### src/rtl/vga_pixel_fetch.sv
`default_nettype none
// ============================================================================
//  Module      : vga_pixel_fetch
//  Description : Framebuffer read stage for the VGA timing generator. Walks a
//                linear 16-bit-per-pixel framebuffer from a base address,
//                prefetches words through a small FIFO and replicates every
//                word horizontally and every line vertically by 2^pixel_width.
//                A frame restarts on each rising edge of the v-sync window.
//  Revision    : 1.0 - initial release
// ============================================================================
module vga_pixel_fetch #(
    parameter int ADDR_WIDTH = 16,
    parameter int FIFO_DEPTH = 4
) (
    input  logic                  clk,
    input  logic                  reset,
    input  logic [ADDR_WIDTH-1:0] base_addr,
    input  logic [10:0]           screen_width,
    input  logic [10:0]           screen_height,
    input  logic [2:0]            pixel_width,
    input  logic                  v_sync_en,
    input  logic                  pixel_advance,
    output logic                  mem_read_en,
    output logic [ADDR_WIDTH-1:0] mem_addr,
    input  logic [15:0]           mem_data_in,
    output logic [15:0]           pixel_data,
    output logic                  pixel_valid,
    output logic                  underflow
);

    localparam int               PTR_W   = $clog2(FIFO_DEPTH);
    localparam int               CNT_W   = PTR_W + 1;
    localparam logic [CNT_W-1:0] C_DEPTH = CNT_W'(FIFO_DEPTH);

    typedef enum logic [1:0] {
        S_IDLE  = 2'd0,
        S_FETCH = 2'd1,
        S_DONE  = 2'd2
    } state_t;

    state_t                r_state;
    state_t                w_state_nxt;

    // Frame-start detection
    logic                  r_vs;
    logic                  r_vs_prev;
    logic                  w_frame_start;

    // Fetch-side walker
    logic [2:0]            r_pw;
    logic [ADDR_WIDTH-1:0] r_line_start;
    logic [ADDR_WIDTH-1:0] r_fetch_addr;
    logic [10:0]           r_fetch_x;
    logic [10:0]           r_fetch_line;
    logic [7:0]            r_vrep;
    logic [10:0]           w_lw;
    logic [10:0]           w_lw_last;
    logic [ADDR_WIDTH-1:0] w_next_line_start;
    logic [7:0]            w_rep_max;
    logic                  w_line_end;
    logic                  w_frame_end;
    logic                  w_issue;

    // Outstanding-read tracking
    logic                  r_inflight;
    logic                  r_discard;

    // Prefetch FIFO
    logic [15:0]           r_mem [FIFO_DEPTH];
    logic [PTR_W-1:0]      r_wr_ptr;
    logic [PTR_W-1:0]      r_rd_ptr;
    logic [CNT_W-1:0]      r_count;
    logic [CNT_W-1:0]      w_occupancy;
    logic                  w_empty;
    logic                  w_push;
    logic                  w_pop;

    // Consumer side
    logic [7:0]            r_crep;
    logic                  r_underflow;

    // ------------------------------------------------------------------------
    // Derived geometry and handshake terms
    // ------------------------------------------------------------------------
    // Logical width is the number of framebuffer words behind one displayed line.
    assign w_lw              = screen_width >> r_pw;
    assign w_lw_last         = w_lw - 11'd1;
    assign w_rep_max         = (8'd1 << r_pw) - 8'd1;
    assign w_next_line_start = r_line_start + ADDR_WIDTH'(w_lw);
    assign w_line_end        = (r_fetch_x == w_lw_last);
    assign w_frame_end       = w_line_end && (r_fetch_line == (screen_height - 11'd1));

    assign w_frame_start     = r_vs & ~r_vs_prev;

    // A request still on its way counts against the FIFO space it will need.
    assign w_occupancy       = r_count + CNT_W'(r_inflight);
    assign w_empty           = (r_count == '0);

    // Flush on frame start takes priority over any push or pop that cycle.
    assign w_push            = r_inflight & ~r_discard & ~w_frame_start;
    assign w_pop             = pixel_advance & ~w_empty & (r_crep == w_rep_max)
                               & ~w_frame_start;

    assign mem_read_en       = w_issue;
    assign mem_addr          = r_fetch_addr;
    assign pixel_valid       = ~w_empty;
    assign pixel_data        = w_empty ? 16'h0000 : r_mem[r_rd_ptr];
    assign underflow         = r_underflow;

    // ------------------------------------------------------------------------
    // FSM
    // ------------------------------------------------------------------------
    // State register.
    always_ff @(posedge clk) begin
        if (reset) begin
            r_state <= S_IDLE;
        end else begin
            r_state <= w_state_nxt;
        end
    end

    // Next state and read-request decode.
    always_comb begin
        w_state_nxt = r_state;
        w_issue     = 1'b0;
        if ((r_state == S_FETCH) && (w_occupancy < C_DEPTH)) begin
            w_issue = 1'b1;
        end
        if (w_frame_start) begin
            w_state_nxt = S_FETCH;
        end else if (w_issue && w_frame_end) begin
            w_state_nxt = S_DONE;
        end
    end

    // ------------------------------------------------------------------------
    // Registers
    // ------------------------------------------------------------------------
    // Delay line on v_sync_en for rising-edge detection.
    always_ff @(posedge clk) begin
        if (reset) begin
            r_vs      <= 1'b0;
            r_vs_prev <= 1'b0;
        end else begin
            r_vs      <= v_sync_en;
            r_vs_prev <= r_vs;
        end
    end

    // Fetch address walker: steps through a line, re-reads it for each
    // vertical repeat, then moves line_start on by one logical line.
    always_ff @(posedge clk) begin
        if (reset) begin
            r_pw         <= 3'd0;
            r_line_start <= '0;
            r_fetch_addr <= '0;
            r_fetch_x    <= 11'd0;
            r_fetch_line <= 11'd0;
            r_vrep       <= 8'd0;
        end else if (w_frame_start) begin
            r_pw         <= pixel_width;
            r_line_start <= base_addr;
            r_fetch_addr <= base_addr;
            r_fetch_x    <= 11'd0;
            r_fetch_line <= 11'd0;
            r_vrep       <= 8'd0;
        end else if (w_issue) begin
            if (w_line_end) begin
                r_fetch_x    <= 11'd0;
                r_fetch_line <= r_fetch_line + 11'd1;
                if (r_vrep == w_rep_max) begin
                    r_vrep       <= 8'd0;
                    r_line_start <= w_next_line_start;
                    r_fetch_addr <= w_next_line_start;
                end else begin
                    r_vrep       <= r_vrep + 8'd1;
                    r_fetch_addr <= r_line_start;
                end
            end else begin
                r_fetch_x    <= r_fetch_x + 11'd1;
                r_fetch_addr <= r_fetch_addr + 1'b1;
            end
        end
    end

    // In-flight flag marks that mem_data_in is valid this cycle; the discard
    // flag kills a response whose request straddled a frame restart.
    always_ff @(posedge clk) begin
        if (reset) begin
            r_inflight <= 1'b0;
            r_discard  <= 1'b0;
        end else begin
            r_inflight <= w_issue;
            if (w_frame_start) begin
                r_discard <= w_issue;
            end else if (r_inflight) begin
                r_discard <= 1'b0;
            end
        end
    end

    // FIFO storage; contents are don't-care while the count says empty.
    always_ff @(posedge clk) begin
        if (w_push) begin
            r_mem[r_wr_ptr] <= mem_data_in;
        end
    end

    // FIFO pointers and occupancy.
    always_ff @(posedge clk) begin
        if (reset || w_frame_start) begin
            r_wr_ptr <= '0;
            r_rd_ptr <= '0;
            r_count  <= '0;
        end else begin
            if (w_push) begin
                r_wr_ptr <= r_wr_ptr + 1'b1;
            end
            if (w_pop) begin
                r_rd_ptr <= r_rd_ptr + 1'b1;
            end
            r_count <= r_count + CNT_W'(w_push) - CNT_W'(w_pop);
        end
    end

    // Horizontal replication counter and sticky underflow flag.
    always_ff @(posedge clk) begin
        if (reset) begin
            r_crep      <= 8'd0;
            r_underflow <= 1'b0;
        end else begin
            if (pixel_advance && w_empty) begin
                r_underflow <= 1'b1;
            end
            if (w_frame_start) begin
                r_crep <= 8'd0;
            end else if (pixel_advance && !w_empty) begin
                r_crep <= (r_crep == w_rep_max) ? 8'd0 : r_crep + 8'd1;
            end
        end
    end

endmodule
`default_nettype wire

### config.mk
export PLATFORM = sky130hd
export DESIGN_NAME = vga_pixel_fetch
export DESIGN_NICKNAME = d
export VERILOG_FILES = /design/src/rtl/vga_pixel_fetch.sv
export SDC_FILE = /design/constraint.sdc
export NUM_CORES = 1
export LEC_CHECK = 0
export CAP_MARGIN = 25
export CORE_ASPECT_RATIO = 2
export CORE_UTILIZATION = 62
export CTS_CLUSTER_SIZE = 20
export DETAILED_ROUTE_END_ITERATION = 10
export MAX_ROUTING_LAYER = met4
export PLACE_DENSITY = 0.83
export REMOVE_ABC_BUFFERS = 1
export SETUP_SLACK_MARGIN = 0.05
export SLEW_MARGIN = 5
export SYNTH_ARGS = -nofsm -noshare
export SYNTH_HDL_FRONTEND = slang
export SYNTH_SLANG_ARGS = --single-unit
export TNS_END_PERCENT = 100
### constraint.sdc
create_clock -name clk -period 6.45 [get_ports clk]
set_clock_uncertainty 0.2 [all_clocks]
set_input_delay 0.9675 -clock clk [delete_from_list [all_inputs] [get_ports clk]]
set_output_delay 0.9675 -clock clk [all_outputs]
set_load 0.1 [all_outputs]
==> qor.yml <==
die:
  core-area_mm2: 0.0139
  boundaryPins: 96
  rows: 61
  dieArea_mm2: 0.0148
  die_y_um: 171
  initial_core_util_pct: 63.6
  die_w_um: 86.4
timing:
  slew_headroom_pct: 31.2
  setup_violations: 0
  hold_viol_final: 0
  slew_violations: 0
  rsz0062_at_grt: "false"
  final.setup.tns_ns: 0
  fmax_mhz: 186
  finalWorstSetupSlack_ns: 1.08
  min_period_over_period_pct: 83.3
  period_needed_ns: 5.37
  tightest_slew_ns: 1.03
routing:
  ant_nets: 0
  wl_per_cell_um: 19.4
  drt_first_pass_iters: 5
  drt-initial-drc-count: 564
  drcViolationCount: 0
  vias: 7536
  wirelength_mm: 23.2
  viasPerCell: 6.32
clock_tree:
  cts_max_level: 4
  cts_buffers: 17
  holdBufCountCts: 0
  cts_tree: "done"
  clock_sinks: 153
  clk-insertion-delay-late_ns: 0.43
  cts_setup_buffers: 0
  ctsResizeCount: 0
  cts_max_path_buffers: 2
  clk_pin_slew_ns: 0.07
  clockRootBuffer: "clkbuf_16"
synth:
  ys_ff_latch: 153
  avgSynthCellArea_um2: 9.58
  netlist_area_mm2: 0.00883
  async_reset_ff_share_pct: 0
  syn-instance-count: 922
  synth_edf_count: 64
  synth_top_flop_cell: "dfxtp_1"
  ys_seq_area_share_pct: 41.9
  yosysWarningCount: 0
  ys_types: 70
  synth_top_area_cell: "edfxtp_1"
  synthTopCellsByArea: "edfxtp_1 22%, dfxtp_1 20%, xnor2_1 5.3%"
  yosysTopAreaCellShare_pct: 21.8
place:
  io_buffer_count: 95
  dpl.hpwl_mm: 16.4
  routabilityCongestion: 0.961
  dp_worst_setup_slack_ns: 0.770
global_route:
  grt_max_degree: 49
  track_usage_pct: 33.7
  grt_pass1_wl_mm: 36.8
  grt_pass1_vias: 7683
  antenna_found_initial: 0
  grt-ovfl-total: 0
setup_path:
  path_class: "reg2reg"
  worst_path_largest_cell_delay_ns: 1.00
  critPathSlowestCell: "dfxtp_1"
  crit_family: "simple AND/OR/NAND/NOR gates"
  worstPathRequired_ns: 6.61
  worstPathCellList: "mux2_2 > a221oi_2 > ha_1 > nand3_1 > a2111oi_0 > or4b_1 > and3_1 > or2_1 > nand2_1 > nor2_1"
  critPathBufInv: 0
  critPathArrivalTime_ns: 5.53
  end_kind: "flop"
  cp_max_fo: 26
  startpoint_type: "flop"
power_and_ir_drop:
  p_leak_uw: 0.00369
  pwr_density_cell_mw_per_mm2: 256
  ir_drop_v: 0.000204
final_layout:
  drive_above_1_share_pct: 7.77
  area_delta_synth_final_pct: 19.1
  antenna_cells: 0
  final_nets: 1079
status:
  outcome: "complete, no violations"
job:
  cap_violations: 0
worst_hold_path:
  holdCritPathClass: "reg2reg"
routing by layer:
layer | vias to the layer above | global-route usage (%) | wire [µm]
li1 | 3495 | - | -
met1 | 3604 | 32.4 | 7990
met2 | 335 | 61.0 | 12700
met3 | 102 | 5.45 | 1160
met4 | 0 | 21.9 | 1270
met5 | - | - | 0
cell type report:
cell class                 count  area (µm²)
clock buffer                  18         429
clock inverter                14         231
fill                         991        3370
inverter                      25        93.8
multi-input combinational    687        4780
sequential                   153        3700
tap                          189         236
timing repair buffer         107        1050
final timing paths:
path,startpoint,endpoint,slack [ns],cells after the start
worst min register to register,r_state[1]$_SDFFE_PP0P_,r_state[1]$_SDFFE_PP0P_,0.26,1
worst min-delay path,r_state[1]$_SDFFE_PP0P_,r_state[1]$_SDFFE_PP0P_,0.26,1
worst max-delay path,r_pw[1]$_SDFFE_PP0P_,r_fetch_x[8]$_SDFFE_PP0P_,1.08,10
worst max register to register,r_pw[1]$_SDFFE_PP0P_,r_fetch_x[8]$_SDFFE_PP0P_,1.08,10
state kept, by name, summed over array words and instances (netlist names), 2 cells and up, named ones only:
register,flops
r_vrep,8
r_state,2
r_wr_ptr,2
r_fetch_line,11
r_pw,3
r_rd_ptr,2
r_count,3
r_line_start,16
r_fetch_x,11
r_crep,8
r_mem,64
mem_addr,16
stage by stage:
stage	util (%)	total power (µW)	area, µm²	instances	hold WS, ns
after floorplan	-	1410	8570	865	0.232
after global placement	70.8	1560	9840	1159	0.240
after detailed placement	70.9	1570	9850	1160	0.249
after CTS	75.7	2690	10500	1192	0.263
after global routing	75.8	2770	10500	1193	0.289
final	75.8	2690	10500	1193	0.264
power by group:
group	internal, µW	switching, µW	leakage (µW)
clock	699	435	0.000322
sequential	1030	32.0	0.00130
combinational	182	318	0.00207
cell families after synthesis:
group           Yosys count  synth area share (%)
xor+xnor                 93                  9.22
buf+inv                  82                  4.01
mux                      44                  7.73
simple gates            370                  21.3
fa+ha+maj                27                  3.99
flops                   153                  41.9
compound gates          153                  11.8
cells in the final DEF, fill, tap and decap left out, drive strengths merged, types with 5 or more instances in the layout:
cell type / count
clkdlybuf4s50: 95
nor2: 95
dfxtp: 89
nand2: 70
edfxtp: 64
xnor2: 53
a21oi: 41
xor2: 40
nand3: 38
inv: 32
nor3: 27
and2: 27
nand4: 25
ha: 25
o21ai: 24
mux2i: 21
mux4: 19
clkbuf: 18
and3: 16
buf: 12
nor3b: 11
nor2b: 11
nor4: 10
nand3b: 9
a31oi: 9
or3: 9
a211oi: 9
a311oi: 7
nand2b: 7
a21o: 7
o22ai: 6
o31ai: 5
bufinv: 5
worst register-to-register path: cells and delay by family (launching register included):
kind	cells	cell delay (ns)
AND/OR/NAND/NOR	6	2.44
adder cells (fa/ha/maj)	1	0.31
AO/OA/AOI/OAI	2	0.88
multiplexers	1	0.46
flip-flops	1	1.00
cells in the mapped netlist (10+ instances only):
master / instances
nor2b_1: 11
nand3_1: 38
nor2_1: 95
nand4_1: 25
and3_1: 16
xor2_1: 40
nand2_1: 69
nor4_1: 10
a21oi_1: 40
mux2i_1: 21
clkbuf_1: 36
and2_1: 26
dfxtp_1: 89
xnor2_1: 53
inv_1: 25
ha_1: 25
nor3_1: 26
edfxtp_1: 64
nor3b_1: 11
o21ai_0: 24
mux4_2: 19
Note: power is estimated with default switching activity, not from simulation.
==> patch: new RTL, config.mk and constraints unchanged <==
The parameter `FIFO_DEPTH` goes from 4 to 16.
--- a/src/rtl/vga_pixel_fetch.sv
+++ b/src/rtl/vga_pixel_fetch.sv
@@ -10,7 +10,7 @@
 // ============================================================================
 module vga_pixel_fetch #(
     parameter int ADDR_WIDTH = 16,
-    parameter int FIFO_DEPTH = 4
+    parameter int FIFO_DEPTH = 16
 ) (
     input  logic                  clk,
     input  logic                  reset,
Check against the original RTL: not equivalent (a bounded check fails within 10 cycles, from zero or initial values and one cycle with reset high).
==> patch against the original RTL <==
- total power grew 110%
- synthesized cell count is 38% higher
- final area grew 82%
- sequential power increased by 140%
- worst setup slack better by 0.26 ns
- sequential cell count rose by 200
- critical endpoint is now pixel_data[14]
- area after synthesis up 90%
- wire length grew 85%
- first-iteration DRC count rose by 21%
==> patch: results (changes against the original RTL) <==
Outcome
  • Outcome: finished, final reports clean

Global route
  • First-pass GRT wire length: 65100 µm (+77%)
  • Grt ovf: 0 (unchanged)
  • Largest net degree at the start of global routing: 65 (+33%)
  • Number of global-route vias before repair: 11300 (+47%)
  • Total GRT Usage: 32.3% (-1.4 points)

Critical path
  • Worst r2r src: r_pw[2]$_SDFFE_PP0P_
  • CP arrival: 3.95 ns (-1.58 ns)
  • Crit-path max cell delay: 0.96 ns (-0.04 ns)
  • R2r endpoint: mem_addr[2]$_SDFFE_PP0P_
  • Reg2Reg Setup Slack: 1.50 ns (+0.42 ns)
  • Worst-path fanout max: 35 (+35%)
  • CP Capture Point: pixel_data[14]
  • CP Launch Type: flop
  • Crit-path slowest cell: clkdlybuf4s50_1
  • R2r worst-path depth: 13 (+3)

Pwr
  • Power Internal: 3.82 mW (+100%)
  • Leak Pwr: 6.38 nW (+73%)
  • Max VDD drop: 0.249 mV (+22%)
  • P per Cell Area: 288 nW/µm² (+13%)

Synth
  • Synth Register Bits: 353 (+130%)
  • Post-Synth XOR/XNOR Area: 4.43% (-4.8 points)
  • Leading register cell type out of synthesis: edfxtp_1
  • Largest cells by area after synthesis: edfxtp_1, dfxtp_1, mux4_2
  • Yosys warns: 0 (unchanged)
  • Mean Syn Cell Area: 13.2 µm² (+38%)
  • EDFF count, synth: 256 (+300%)
  • Synth Area in Adders: 2.47% (-1.5 points)
  • Asr flop ratio synth: 0% (unchanged)
  • Synth Area in Compound Gates: 7.27% (-4.5 points)
  • Seq/Total Area, Yosys: 57.4% (+15 points)
  • Mux contribution to synthesized area: 13.2% (+5.5 points)
  • Netlist cell types: 83 (+19%)
  • Synth top cells by count: edfxtp_1, nor2_1, dfxtp_1

Clocking
  • H-tree Lvls: 1 (-3)
  • CTS buffer count: 28 (+11)
  • PostCTS Resize Cnt: 0 (unchanged)
  • Clk_lat worst skew: 0.56 ns (+0.13 ns)
  • CTS Buffer Depth: 3 (+1)
  • CTS Root Cell: clkbuf_16

Detailed routing
  • Iteration count of the initial detailed-routing pass: 5 (unchanged)
  • DR WL/cell: 24.8 µm (+28%)
  • Final WL: 43000 µm (+85%)
  • Routed vias/inst: 6.49 (+2.7%)
  • Starting DRT DRC Count: 685 (+21%)

Placed design
  • DP Worst Slack: 1.07 ns (+0.297 ns)
  • DP HPWL: 28200 µm (+72%)
  • Placed insts: 1675 (+44%)
  • Quantity of I/O buffers inserted on ports: 95 (unchanged)
  • Post-DP Area: 18200 µm² (+84%)
  • Final Wtd Congestion: 0.929 (-3.3%)

Worst hold path
  • Hold Path Class: reg2reg

STA
  • Setup WS post-layout: 1.33 ns (+0.256 ns)
  • Worst-Margin Slew: 1.01 ns (-0.0211 ns)

Layout
  • Share of cells above drive strength 1: 14.8% (+7.0 points)
  • NumNets Final: 1456 (+35%)
  • Largest register FFs: 256 (+300%)
## patch: routing by layer
metal	GRT usage, %	wire [µm]	vias to the layer above
li1	-	-	5028
met1	31.5	13900	5655
met2	62.0	25000	438
met3	3.20	2020	101
met4	16.1	2030	0
met5	-	0	-
## patch: cell type report
cell class / count / area, µm²
multi-input combinational: 818 / 6760
clock buffer: 36 / 805
inverter: 31 / 116
fill: 1738 / 7320
timing repair buffer: 131 / 1260
clock inverter: 16 / 154
sequential: 353 / 9630
tap: 344 / 430
## patch: how the worst min path moves through the flow
stage | slack [ns] | cells after the start | end
floorplan | 0.23 | 2 | r_state[1]$_SDFFE_PP0P_
finish | 0.26 | 2 | r_state[1]$_SDFFE_PP0P_
CTS | 0.26 | 2 | r_state[1]$_SDFFE_PP0P_
detailed placement | 0.25 | 2 | r_state[1]$_SDFFE_PP0P_
global placement | 0.24 | 2 | r_state[1]$_SDFFE_PP0P_
global route | 0.31 | 2 | r_state[1]$_SDFFE_PP0P_
## patch: critical path: cells and delay by family, from the launching register on
kind                   cells  cell delay, ns
flip-flops                 1            0.76
multiplexers               2            1.11
AND/OR/NAND/NOR            1            0.17
buffers and inverters      2            1.33
## patch: power groups by stage
stage / Sequential, mW / Combinational [mW] / Clock, mW
after floorplan: 2.64 / 0.801 / 0
after detailed placement: 2.56 / 1.22 / 0
after CTS: 2.51 / 1.23 / 1.80
after global placement: 2.56 / 1.19 / 0
final: 2.51 / 1.23 / 1.79
after global routing: 2.52 / 1.29 / 1.87
## patch: cell families after synthesis
kind of cell	count (synthesis)
and+or+nand+nor	407
DFF	353
AOI/OAI and AO/OA	176
muxes	118
buffers and inverters	101
xor gates and xnor gates	85
adders and majority gates	32
